### src/rtl/axis_sample_packer_if.sv
// AXI4-Stream bus bundle for the sample packer output.
// The packer drives the master modport; a consumer or testbench uses slave.
interface axis_sample_packer_if #(
    parameter int DATA_W = 32
) ();
    logic [DATA_W-1:0] tdata;
    logic              tvalid;
    logic              tready;
    logic              tlast;

    modport master (output tdata, output tvalid, output tlast, input tready);
    modport slave  (input tdata, input tvalid, input tlast, output tready);
endinterface

### src/rtl/axis_sample_packer.sv
// axis_sample_packer: packs pairs of decimated ADC samples into 32-bit
// AXI4-Stream words, buffers them in a 2-entry FIFO, and frames packets
// of a programmable word count with TLAST on the final word.
// Optional build macro PACKER_HEADER_EN prefixes each packet with a
// header word {16'hA5A5, seq}.
module axis_sample_packer #(
    parameter int DATA_IN_WIDTH      = 12,
    parameter int DATA_REG_WIDTH     = 32,
    parameter int C_AXIS_TDATA_WIDTH = 32
) (
    input  logic                      clk,
    input  logic                      rst_n,
    input  logic                      enable,
    input  logic [DATA_REG_WIDTH-1:0] packet_len_reg,
    input  logic [DATA_IN_WIDTH-1:0]  in_data,
    input  logic                      in_data_valid,
    output logic                      in_data_ready,
    axis_sample_packer_if.master      m_axis,
    output logic                      overflow,
    input  logic                      overflow_clr
);

    typedef enum logic {IDLE, RUN} state_t;
    typedef logic [C_AXIS_TDATA_WIDTH-1:0] word_t;
    typedef logic [DATA_REG_WIDTH-1:0]     len_t;

    state_t      state_q, state_d;
    logic        pending_q;
    logic [15:0] low_q;
    len_t        word_cnt_q, len_q, len_sel;
    logic        ready_q;
    logic        overflow_q;

    // FIFO entries hold {tlast, tdata}
    logic [C_AXIS_TDATA_WIDTH:0] fifo_mem [2];
    logic                        wr_ptr_q, rd_ptr_q;
    logic [1:0]                  fifo_cnt_q, fifo_cnt_d, cnt_after_pop;

    logic  tvalid_q, tlast_q;
    word_t tdata_q;

`ifdef PACKER_HEADER_EN
    logic [15:0] seq_q;
`endif

    logic                        accept, data_push, hdr_push, push, pop;
    logic                        ovf_set, pkt_last;
    logic [C_AXIS_TDATA_WIDTH:0] push_entry;
    logic [15:0]                 sample_ext;

    assign sample_ext    = 16'(in_data);
    assign len_sel       = (packet_len_reg == '0) ? len_t'(1) : packet_len_reg;
    assign pop           = tvalid_q && m_axis.tready;
    assign fifo_cnt_d    = fifo_cnt_q + 2'(push) - 2'(pop);
    assign cnt_after_pop = fifo_cnt_q - 2'(pop);

    // State register
    always_ff @(posedge clk) begin
        // NOTE: sequential state uses non-blocking assignments so every flop samples pre-edge values.
        if (!rst_n) state_q <= IDLE;
        else        state_q <= state_d;
    end

    // Next state: start on enable, stop only at a packet boundary
    always_comb begin
        state_d = state_q;
        case (state_q)
            IDLE:    if (enable) state_d = RUN;
            RUN:     if (data_push && pkt_last && !enable) state_d = IDLE;
            default: state_d = IDLE;
        endcase
    end

    // Per-cycle controls: acceptance, drops, FIFO push word selection
    always_comb begin
        // NOTE: every output gets a default first so no path infers a latch.
        accept     = 1'b0;
        ovf_set    = 1'b0;
        hdr_push   = 1'b0;
        push_entry = '0;
        if (state_q == RUN) begin
            accept  = in_data_valid && ready_q;
            ovf_set = in_data_valid && !ready_q;
        end
        data_push = accept && pending_q;
        pkt_last  = (word_cnt_q == len_q - len_t'(1));
`ifdef PACKER_HEADER_EN
        // First sample of a packet: nothing pending and no data word pushed yet
        hdr_push = accept && !pending_q && (word_cnt_q == '0);
        if (hdr_push) push_entry = {1'b0, 16'hA5A5, seq_q};
        else          push_entry = {pkt_last, sample_ext, low_q};
`else
        push_entry = {pkt_last, sample_ext, low_q};
`endif
        push = data_push || hdr_push;
    end

    // Sample pairing, packet framing, ready and overflow flags
    always_ff @(posedge clk) begin
        if (!rst_n) begin
            pending_q  <= 1'b0;
            low_q      <= '0;
            word_cnt_q <= '0;
            len_q      <= len_t'(1);
            ready_q    <= 1'b0;
            overflow_q <= 1'b0;
        end else begin
            if (state_q == IDLE && enable) begin
                len_q      <= len_sel;
                word_cnt_q <= '0;
            end
            if (accept) begin
                pending_q <= !pending_q;
                if (!pending_q) low_q <= sample_ext;
            end
            if (data_push) begin
                if (pkt_last) begin
                    word_cnt_q <= '0;
                    if (enable) len_q <= len_sel;
                end else begin
                    word_cnt_q <= word_cnt_q + len_t'(1);
                end
            end
            // Accepting only while a slot is free guarantees every push fits
            ready_q <= (state_d == RUN) && (fifo_cnt_d != 2'd2);
            if (ovf_set)           overflow_q <= 1'b1;
            else if (overflow_clr) overflow_q <= 1'b0;
        end
    end

`ifdef PACKER_HEADER_EN
    // Packet sequence number, advanced after each completed packet
    always_ff @(posedge clk) begin
        if (!rst_n)                     seq_q <= '0;
        else if (data_push && pkt_last) seq_q <= seq_q + 16'd1;
    end
`endif

    // FIFO pointers and occupancy
    always_ff @(posedge clk) begin
        if (!rst_n) begin
            wr_ptr_q   <= 1'b0;
            rd_ptr_q   <= 1'b0;
            fifo_cnt_q <= '0;
        end else begin
            if (push) wr_ptr_q <= !wr_ptr_q;
            if (pop)  rd_ptr_q <= !rd_ptr_q;
            fifo_cnt_q <= fifo_cnt_d;
        end
    end

    // FIFO storage write
    always_ff @(posedge clk) begin
        // NOTE: storage is not reset; validity is tracked by the reset pointers and count.
        if (push) fifo_mem[wr_ptr_q] <= push_entry;
    end

    // Registered AXIS output view of the FIFO head (after this cycle's pop)
    always_ff @(posedge clk) begin
        if (!rst_n) begin
            tvalid_q <= 1'b0;
            tlast_q  <= 1'b0;
            tdata_q  <= '0;
        end else begin
            tvalid_q <= (cnt_after_pop != 2'd0);
            if (cnt_after_pop != 2'd0)
                {tlast_q, tdata_q} <= fifo_mem[pop ? !rd_ptr_q : rd_ptr_q];
        end
    end

    assign in_data_ready = ready_q;
    assign overflow      = overflow_q;
    assign m_axis.tdata  = tdata_q;
    assign m_axis.tvalid = tvalid_q;
    assign m_axis.tlast  = tlast_q;

endmodule

### src/flat_wrapper.sv
// flat-port wrapper written by rule: the top's interface ports become plain ports
module axis_sample_packer_flat 
#(
    parameter int DATA_IN_WIDTH      = 12,
    parameter int DATA_REG_WIDTH     = 32,
    parameter int C_AXIS_TDATA_WIDTH = 32
)
  (clk, rst_n, enable, packet_len_reg, in_data, in_data_valid, in_data_ready, overflow, overflow_clr, m_axis_tdata, m_axis_tvalid, m_axis_tlast, m_axis_tready);
  axis_sample_packer_if #(.DATA_W(32)) m_axis_i ();
  input  logic clk;
  input  logic rst_n;
  input  logic enable;
  input  logic [DATA_REG_WIDTH-1:0] packet_len_reg;
  input  logic [DATA_IN_WIDTH-1:0] in_data;
  input  logic in_data_valid;
  output logic in_data_ready;
  output logic overflow;
  input  logic overflow_clr;
  output wire logic [$bits(m_axis_i.tdata)-1:0] m_axis_tdata;
  output wire logic [$bits(m_axis_i.tvalid)-1:0] m_axis_tvalid;
  output wire logic [$bits(m_axis_i.tlast)-1:0] m_axis_tlast;
  input wire logic [$bits(m_axis_i.tready)-1:0] m_axis_tready;
  assign m_axis_tdata = m_axis_i.tdata;
  assign m_axis_tvalid = m_axis_i.tvalid;
  assign m_axis_tlast = m_axis_i.tlast;
  assign m_axis_i.tready = m_axis_tready;
  axis_sample_packer #(.DATA_IN_WIDTH(DATA_IN_WIDTH), .DATA_REG_WIDTH(DATA_REG_WIDTH), .C_AXIS_TDATA_WIDTH(C_AXIS_TDATA_WIDTH)) u_core (.clk(clk), .rst_n(rst_n), .enable(enable), .packet_len_reg(packet_len_reg), .in_data(in_data), .in_data_valid(in_data_valid), .in_data_ready(in_data_ready), .m_axis(m_axis_i), .overflow(overflow), .overflow_clr(overflow_clr));
endmodule
### config.mk
export PLATFORM = sky130hd
export DESIGN_NAME = axis_sample_packer_flat
export DESIGN_NICKNAME = d
export VERILOG_FILES = /design/src/rtl/axis_sample_packer_if.sv /design/src/rtl/axis_sample_packer.sv /design/src/flat_wrapper.sv
export SDC_FILE = /design/constraint.sdc
export NUM_CORES = 1
export LEC_CHECK = 0
export ABC_AREA = 1
export CAP_MARGIN = 10
export CORE_MARGIN = 2
export CORE_UTILIZATION = 45
export DETAILED_ROUTE_END_ITERATION = 10
export GPL_ROUTABILITY_DRIVEN = 1
export PLACE_DENSITY = 0.74
export SKIP_CTS_REPAIR_TIMING = 1
export SYNTH_ARGS = -nofsm -noshare
export SYNTH_HDL_FRONTEND = slang
export SYNTH_SLANG_ARGS = --single-unit
export TNS_END_PERCENT = 100
### constraint.sdc
create_clock -name clk -period 2.7 [get_ports clk]
set_input_delay 0.54 -clock clk [delete_from_list [all_inputs] [get_ports clk]]
set_output_delay 0.54 -clock clk [all_outputs]
set_load 0.01 [all_outputs]
==> metrics.yaml, run 1 <==
drt:
  ant_nets: 0
  vias: 8983
  drt_iter0_markers: 607
  wl_per_cell_um: 15.5
  drc: 0
  via_per_inst: 5.34
  drt_first_pass_iters: 5
  drt-total-wl_um: 26000
floorplanning:
  start_util_pct: 46.0
  fp.coreArea_mm2: 0.0204
  die_h_um: 148
  row_count: 52
  dieArea_mm2: 0.0220
  die_w_um: 148
  ios: 86
placement:
  place.gp.congestion: 1.01
  pre_cts_ws_ns: 0.149
  hpwl_um: 18800
  numPortBuffers: 77
  place_inst: 1647
  placed_area_mm2: 0.0105
hold_path:
  hp-class: "reg -> reg"
global_routing:
  grt_use_met2_pct: 40.9
  grt_pass1_wl_um: 42200
  grt_max_degree: 46
  grt_usage_pct: 24.0
  met1_usage_pct: 30.7
  grt_pass1_vias: 8429
  overflow: 0
  antenna_found_initial: 0
  grt-busiest-layer: "met2"
  grt_util_met3_pct: 4.11
finish:
  syn_to_final_growth_pct: 20.0
  nets: 1453
  final_common_cell: "nand2_1"
  drive_gt1_share_pct: 8.43
  final_core_util_pct: 55.2
  n_antenna_cell: 0
  most-common-layout-cells: "nand2_1 (367), nor2_1 (131), inv_1 (119)"
  fin_cells: 1682
  design_area_mm2: 0.0112
timing:
  period_share_pct: 95.4
  final-setup-viol-count: 0
  finalHoldWorstSlack_ns: 0.454
  finalClockSkew_ns: 0.0110
  fin_setup_tns_ns: 0
  fin_ws_ns: 0.123
  finalCriticalPeriod_ns: 2.58
  hold_viol_final: 0
  max_clock_freq_mhz: 388
  slew_viol_final: 0
worst_setup_path:
  path_buf_inv: 3
  start_kind: "register"
  crit_path_top_delay_cell: "dfxtp_1"
  crit_arrival_ns: 2.93
  cp.required_ns: 3.05
  path_cells: "inv_1 -> ha_2 -> nand2_4 -> o21ai_0 -> nand2_1 -> nand2_1 -> nand2_1 -> nor2_1 -> nand3b_1 -> nor2_4 -> buf_4 -> buf_4 -> nand4_1 -> nand2_1 -> nand2_1 -> a21oi_1"
  path_delay_family: "simple AND/OR/NAND/NOR gates"
  critPathMaxFanout: 7
  crit_top_cell: "nand2_1"
  critPathKind: "reg -> reg"
  endpoint_kind: "register"
  crit_path_max_incr_delay_ns: 0.34
synth:
  ys_warn_count: 0
  avgSynthCellArea_um2: 7.06
  synth.cell_area_mm2: 0.00937
  yosysSeqAreaShare_pct: 39.5
  synth_cell_type_count: 40
  postSynthCellCount: 1327
  ys_ff_latch: 160
pwr:
  intPower_mw: 4.53
  sw_frac_of_total_pct: 32.4
  seq_power_share_pct: 40.9
  combPwrFrac_pct: 22.7
  clkPwrFrac_pct: 36.3
  p_switching_mw: 2.17
  p_leak_nw: 4.79
  p_total_mw: 6.70
  ir_worst_vdd_v: 0.000424
  power.density_mw_per_mm2: 596
clock_tree:
  cts.sinks: 160
  cts.root.buffer_cell: "clkbuf_16"
  clk_latency_ns: 0.43
  cts_buffer_depth: 2
  path_clk_slew_ns: 0.08
  cts_made_buffers: 17
  cts_tree: "built"
  cts_htree_levels: 4
outcome:
  run_status: "completed"
job:
  maxCapViolations: 0
## metal layers
layer  routed length (um)  vias up  share of wire, %
li1                     -     4492                 -
met1                11100     4079                43
met2                12300      361                47
met3                 1910       51               7.3
met4                  647        0               2.5
met5                    0        -                 0
## cell type report
cell class	count	area (um^2)
inverters	128	480
repair buffers	110	1150
fillers	1909	9120
well taps	270	338
flip-flops and latches	160	3700
clock inverters	15	190
multi-input cells	982	4960
clock buffers	17	425
## Yosys cell counts (all sizes together)
cell type | n | area share, %
o21bai | 2 | 0.16
nor4 | 7 | 0.47
nand4 | 57 | 4.0
xor2 | 33 | 3.1
nand3b | 10 | 0.80
nor2 | 156 | 7.3
ha | 4 | 0.53
buf | 27 | 2.1
nor3 | 15 | 0.85
a31o | 1 | 0.094
a21oi | 73 | 3.9
inv | 127 | 5.1
nand3 | 86 | 4.7
conb | 1 | 0.040
and2 | 1 | 0.067
clkinv | 1 | 0.040
a221oi | 1 | 0.094
o21ai | 99 | 5.3
nor3b | 2 | 0.16
nand2 | 376 | 15
edfxtp | 50 | 16
mux2i | 25 | 2.7
or2 | 2 | 0.13
xnor2 | 16 | 1.5
a41oi | 1 | 0.094
o211ai | 6 | 0.48
clkbuf | 38 | 1.5
dfxtp | 110 | 24
## power groups by stage
stage	clock network [mW]	logic, mW	registers [mW]
floorplan	0	0.871	2.82
global placement	0	1.48	2.79
detailed placement	0	1.49	2.80
CTS	2.49	1.49	2.74
global route	2.60	1.69	2.76
finish	2.44	1.52	2.74
## cells by family after synthesis
group	Yosys count	share of synthesized area (%)
buffers and inverters	193	8.74
multiplexers	25	2.67
other	1	0.0400
AO/OA/AOI/OAI	183	10.2
XOR/XNOR	49	4.58
adder cells (fa/ha/maj)	4	0.534
flip-flops	160	39.5
AND/OR/NAND/NOR	712	33.8
## final timing paths
kind / startpoint / end / slack, ns / cells past startpoint
worst max register to register: u_core.len_q[0] / u_core.len_q[20] / 0.12 / 16
worst max-delay path: u_core.len_q[0] / u_core.len_q[20] / 0.12 / 16
worst min-delay path: u_core.low_q[11] / u_core.fifo_mem[0][11] / 0.45 / 0
worst min register to register: u_core.low_q[11] / u_core.fifo_mem[0][11] / 0.45 / 0
## flip-flops by register name, indices dropped and copies added, names as in the netlist, 2 cells and up
signal and count:
u_core.word_cnt_q 32, u_core.low_q 12, u_core.fifo_cnt_q 2, u_core.fifo_mem 50
u_core.m_axis.tdata 24, u_core.len_q 32
Power figures use the tool's default switching activity.
==> run 2, diff against run 1 <==
SKIP_CTS_REPAIR_TIMING = not set   (was 1)
==> results of run 2 <==
No change in the layout: final DEF, timing and power equal those of run 1.
==> run 3, diff against run 2 <==
CORE_UTILIZATION = 35   (was 45)
PLACE_DENSITY = 0.62   (was 0.74)
==> run 3 against run 2 <==
Compared with the run above:
- highest routed layer unchanged
- count of clock-buffer cells in the layout stayed put
- largest cell class unchanged
- clock skew up 0.0069 ns
- wire length increased by 1.2%
- maximum frequency increased by 1.7%
==> metrics.yaml, run 3 (synthesis results as in run 1) <==
finish:
  most-common-layout-cells: "nand2_1 (367), nor2_1 (133), inv_1 (119)"
  multi_input_area_mm2: 0.00494  # -0.33%
  top_register: "u_core.fifo_mem"
  largest_reg_flops: 50  # unchanged
  drive_gt1_share_pct: 8.66  # +0.23 points
  ff_latch_area_mm2: 0.00370  # unchanged
  n_antenna_cell: 0  # unchanged
  fin_cells: 1755  # +4.3%
  syn_to_final_growth_pct: 21.1
  final_common_cell: "nand2_1"
  reg.largest.list: "u_core.fifo_mem: 50 flops, u_core.len_q: 32 flops, u_core.word_cnt_q: 32 flops"
  nets: 1461  # +0.55%
  nFillCells: 2629  # +38%
timing:
  finalClockSkew_ns: 0.0179  # +0.00690 ns
  period_share_pct: 93.9  # -1.6 points
  finalCriticalPeriod_ns: 2.53  # -0.0421 ns
  worst_pin_slew_ns: 0.834
  final-setup-viol-count: 0  # unchanged
  relSlewSlack_pct: 44.4
  fin_ws_ns: 0.165  # +0.0421 ns
  slew_viol_final: 0  # unchanged
  max_clock_freq_mhz: 394  # +1.7%
  hold_viol_final: 0  # unchanged
drt:
  wl_met3_um: 1220  # -36%
  drc: 0  # unchanged
  drt_iter0_markers: 613  # +0.99%
  ant_nets: 0  # unchanged
  drt_first_pass_iters: 5  # unchanged
  drt-total-wl_um: 26300  # +1.2%
  vias: 8942  # -0.46%
  wl_met1_um: 12000  # +7.5%
  via_per_inst: 5.10  # -4.6%
  wl_per_cell_um: 15.0  # -3.0%
  highest_layer: "met4"
  wl_met2_um: 12600  # +2.4%
clock_tree:
  cts_tree: "built"
  cts_made_buffers: 17  # unchanged
  clk_latency_ns: 0.44  # about the same
  cts.sinks: 160  # unchanged
  cts.root.buffer_cell: "clkbuf_16"
  ctsHoldBuffers: 0
  cts_htree_levels: 4  # unchanged
  cts_buffer_depth: 2  # unchanged
  path_clk_slew_ns: 0.07  # about the same
worst_setup_path:
  reg2reg_slack_ns: 0.17  # +0.04 ns
  timing.rr.end: "u_core.word_cnt_q[27]"
  crit_top_cell: "nand2_1"
  crit_path_max_incr_delay_ns: 0.34  # about the same
  crit_path_top_delay_cell: "dfxtp_1"
  crit_arrival_ns: 2.83  # -0.10 ns
  start_kind: "register"
  cp.required_ns: 3.00  # -0.05 ns
  r2r_start: "u_core.len_q[0]"
  critPathMaxFanout: 10  # +3
  path_cells: "inv_1 -> ha_2 -> nand2_4 -> nor2_4 -> nand2_2 -> nor2_2 -> nand2_1 -> nand2_1 -> nand2_1 -> nor2_1 -> nand2_1 -> nor2_4 -> buf_4 -> nand2_4 -> o211ai_1 -> a21oi_1"
  endpoint_kind: "register"
  critPathKind: "reg -> reg"
  r2r_cells: 16  # unchanged
floorplanning:
  ios: 86  # unchanged
  dieArea_mm2: 0.0281  # +28%
  fp.coreArea_mm2: 0.0262  # +29%
  row_count: 59  # +13%
  die_h_um: 168  # +13%
  start_util_pct: 35.7  # -10 points
  die_w_um: 168  # +13%
hold_path:
  worstHoldStart: "u_core.low_q[1]"
  hold_end: "u_core.fifo_mem[1][1]"
  hp-class: "reg -> reg"
  hold_depth: 0  # unchanged
placement:
  hpwl_um: 19200  # +2.0%
  pre_cts_ws_ns: 0.100  # -0.0488 ns
  place_inst: 1716  # +4.2%
  numPortBuffers: 77  # unchanged
  place.gp.congestion: 0.945  # -6.4%
pwr:
  seq_power_share_pct: 40.5  # -0.4 points
  p_leak_nw: 4.84  # +0.92%
  sw_frac_of_total_pct: 31.9  # -0.53 points
  clkPwrFrac_pct: 36.9  # +0.6 points
  p_total_mw: 6.77  # +0.95%
  ir_worst_vdd_v: 0.000290  # -32%
  combPwrFrac_pct: 22.6  # about the same
  power.density_mw_per_mm2: 597  # about the same
  p_switching_mw: 2.16  # -0.70%
  intPower_mw: 4.61  # +1.7%
global_routing:
  antenna_found_initial: 0  # unchanged
  grt_max_degree: 60  # +30%
  grt_pass1_vias: 8102  # -3.9%
  grt_usage_pct: 18.5  # -5.5 points
  grt_pass1_wl_um: 42100  # -0.26%
  overflow: 0  # unchanged
outcome:
  run_status: "completed"
job:
  maxCapViolations: 0  # unchanged
run 3: stage by stage:
step | setup TNS, ns | utilization, % | hold slack, ns | area (um^2)
after floorplan | 0 | - | 0.420 | 9400
after global placement | 0 | 40.7 | 0.422 | 10700
after detailed placement | 0 | 40.7 | 0.432 | 10700
after CTS | 0 | 43.0 | 0.446 | 11300
after global routing | -0.0166 | 43.3 | 0.459 | 11300
final | 0 | 43.3 | 0.446 | 11300
run 3: worst max path at each step:
| stage | startpoint | end | depth (start not counted) | slack, ns |
|---|---|---|---|---|
| 2_1_floorplan | in_data_valid | u_core.fifo_mem[1][0] | 5 | 0.26 |
| 3_3_place_gp | u_core.len_q[0] | u_core.word_cnt_q[27] | 15 | 0.15 |
| 3_5_place_dp | enable | u_core.len_q[7] | 11 | 0.10 |
| 4_1_cts | u_core.len_q[0] | u_core.word_cnt_q[27] | 15 | 0.11 |
| 5_1_grt | u_core.len_q[0] | u_core.state_q | 17 | -0.01 |
| 6_report | u_core.len_q[0] | u_core.word_cnt_q[27] | 16 | 0.17 |
run 3: layer usage:
metal	track usage (%)	up-vias
met5	0	-
met4	5.33	0
met3	2.72	36
met2	31.5	263
met1	24.5	4122
li1	-	4521
run 3: worst max-delay path: cells and delay by family, from the launching register on:
kind	cells	cell delay, ns
AND/OR/NAND/NOR	11	1.39
AO/OA/AOI/OAI	2	0.20
buffers and inverters	2	0.25
flip-flops	1	0.34
adder cells (fa/ha/maj)	1	0.23
run 3: area by class of cell:
class / instances / share of cell area [%]
timing repair buffer: 118 / 10.5
sequential: 160 / 32.6
clock buffer: 17 / 3.75
multi-input combinational: 982 / 43.6
tap: 335 / 3.70
inverter: 128 / 4.24
clock inverter: 15 / 1.60
run 3: power by group through the flow:
stage / logic [mW] / registers, mW / clock network (mW)
floorplan: 0.871 / 2.82 / 0
global placement: 1.49 / 2.79 / 0
detailed placement: 1.50 / 2.80 / 0
CTS: 1.51 / 2.74 / 2.55
global route: 1.69 / 2.76 / 2.65
finish: 1.53 / 2.74 / 2.50
run 3: repair_timing:
item,CTS,global route
gates resized for setup,0,9
endpoints found under the setup margin,0,68
buffers inserted,0,6
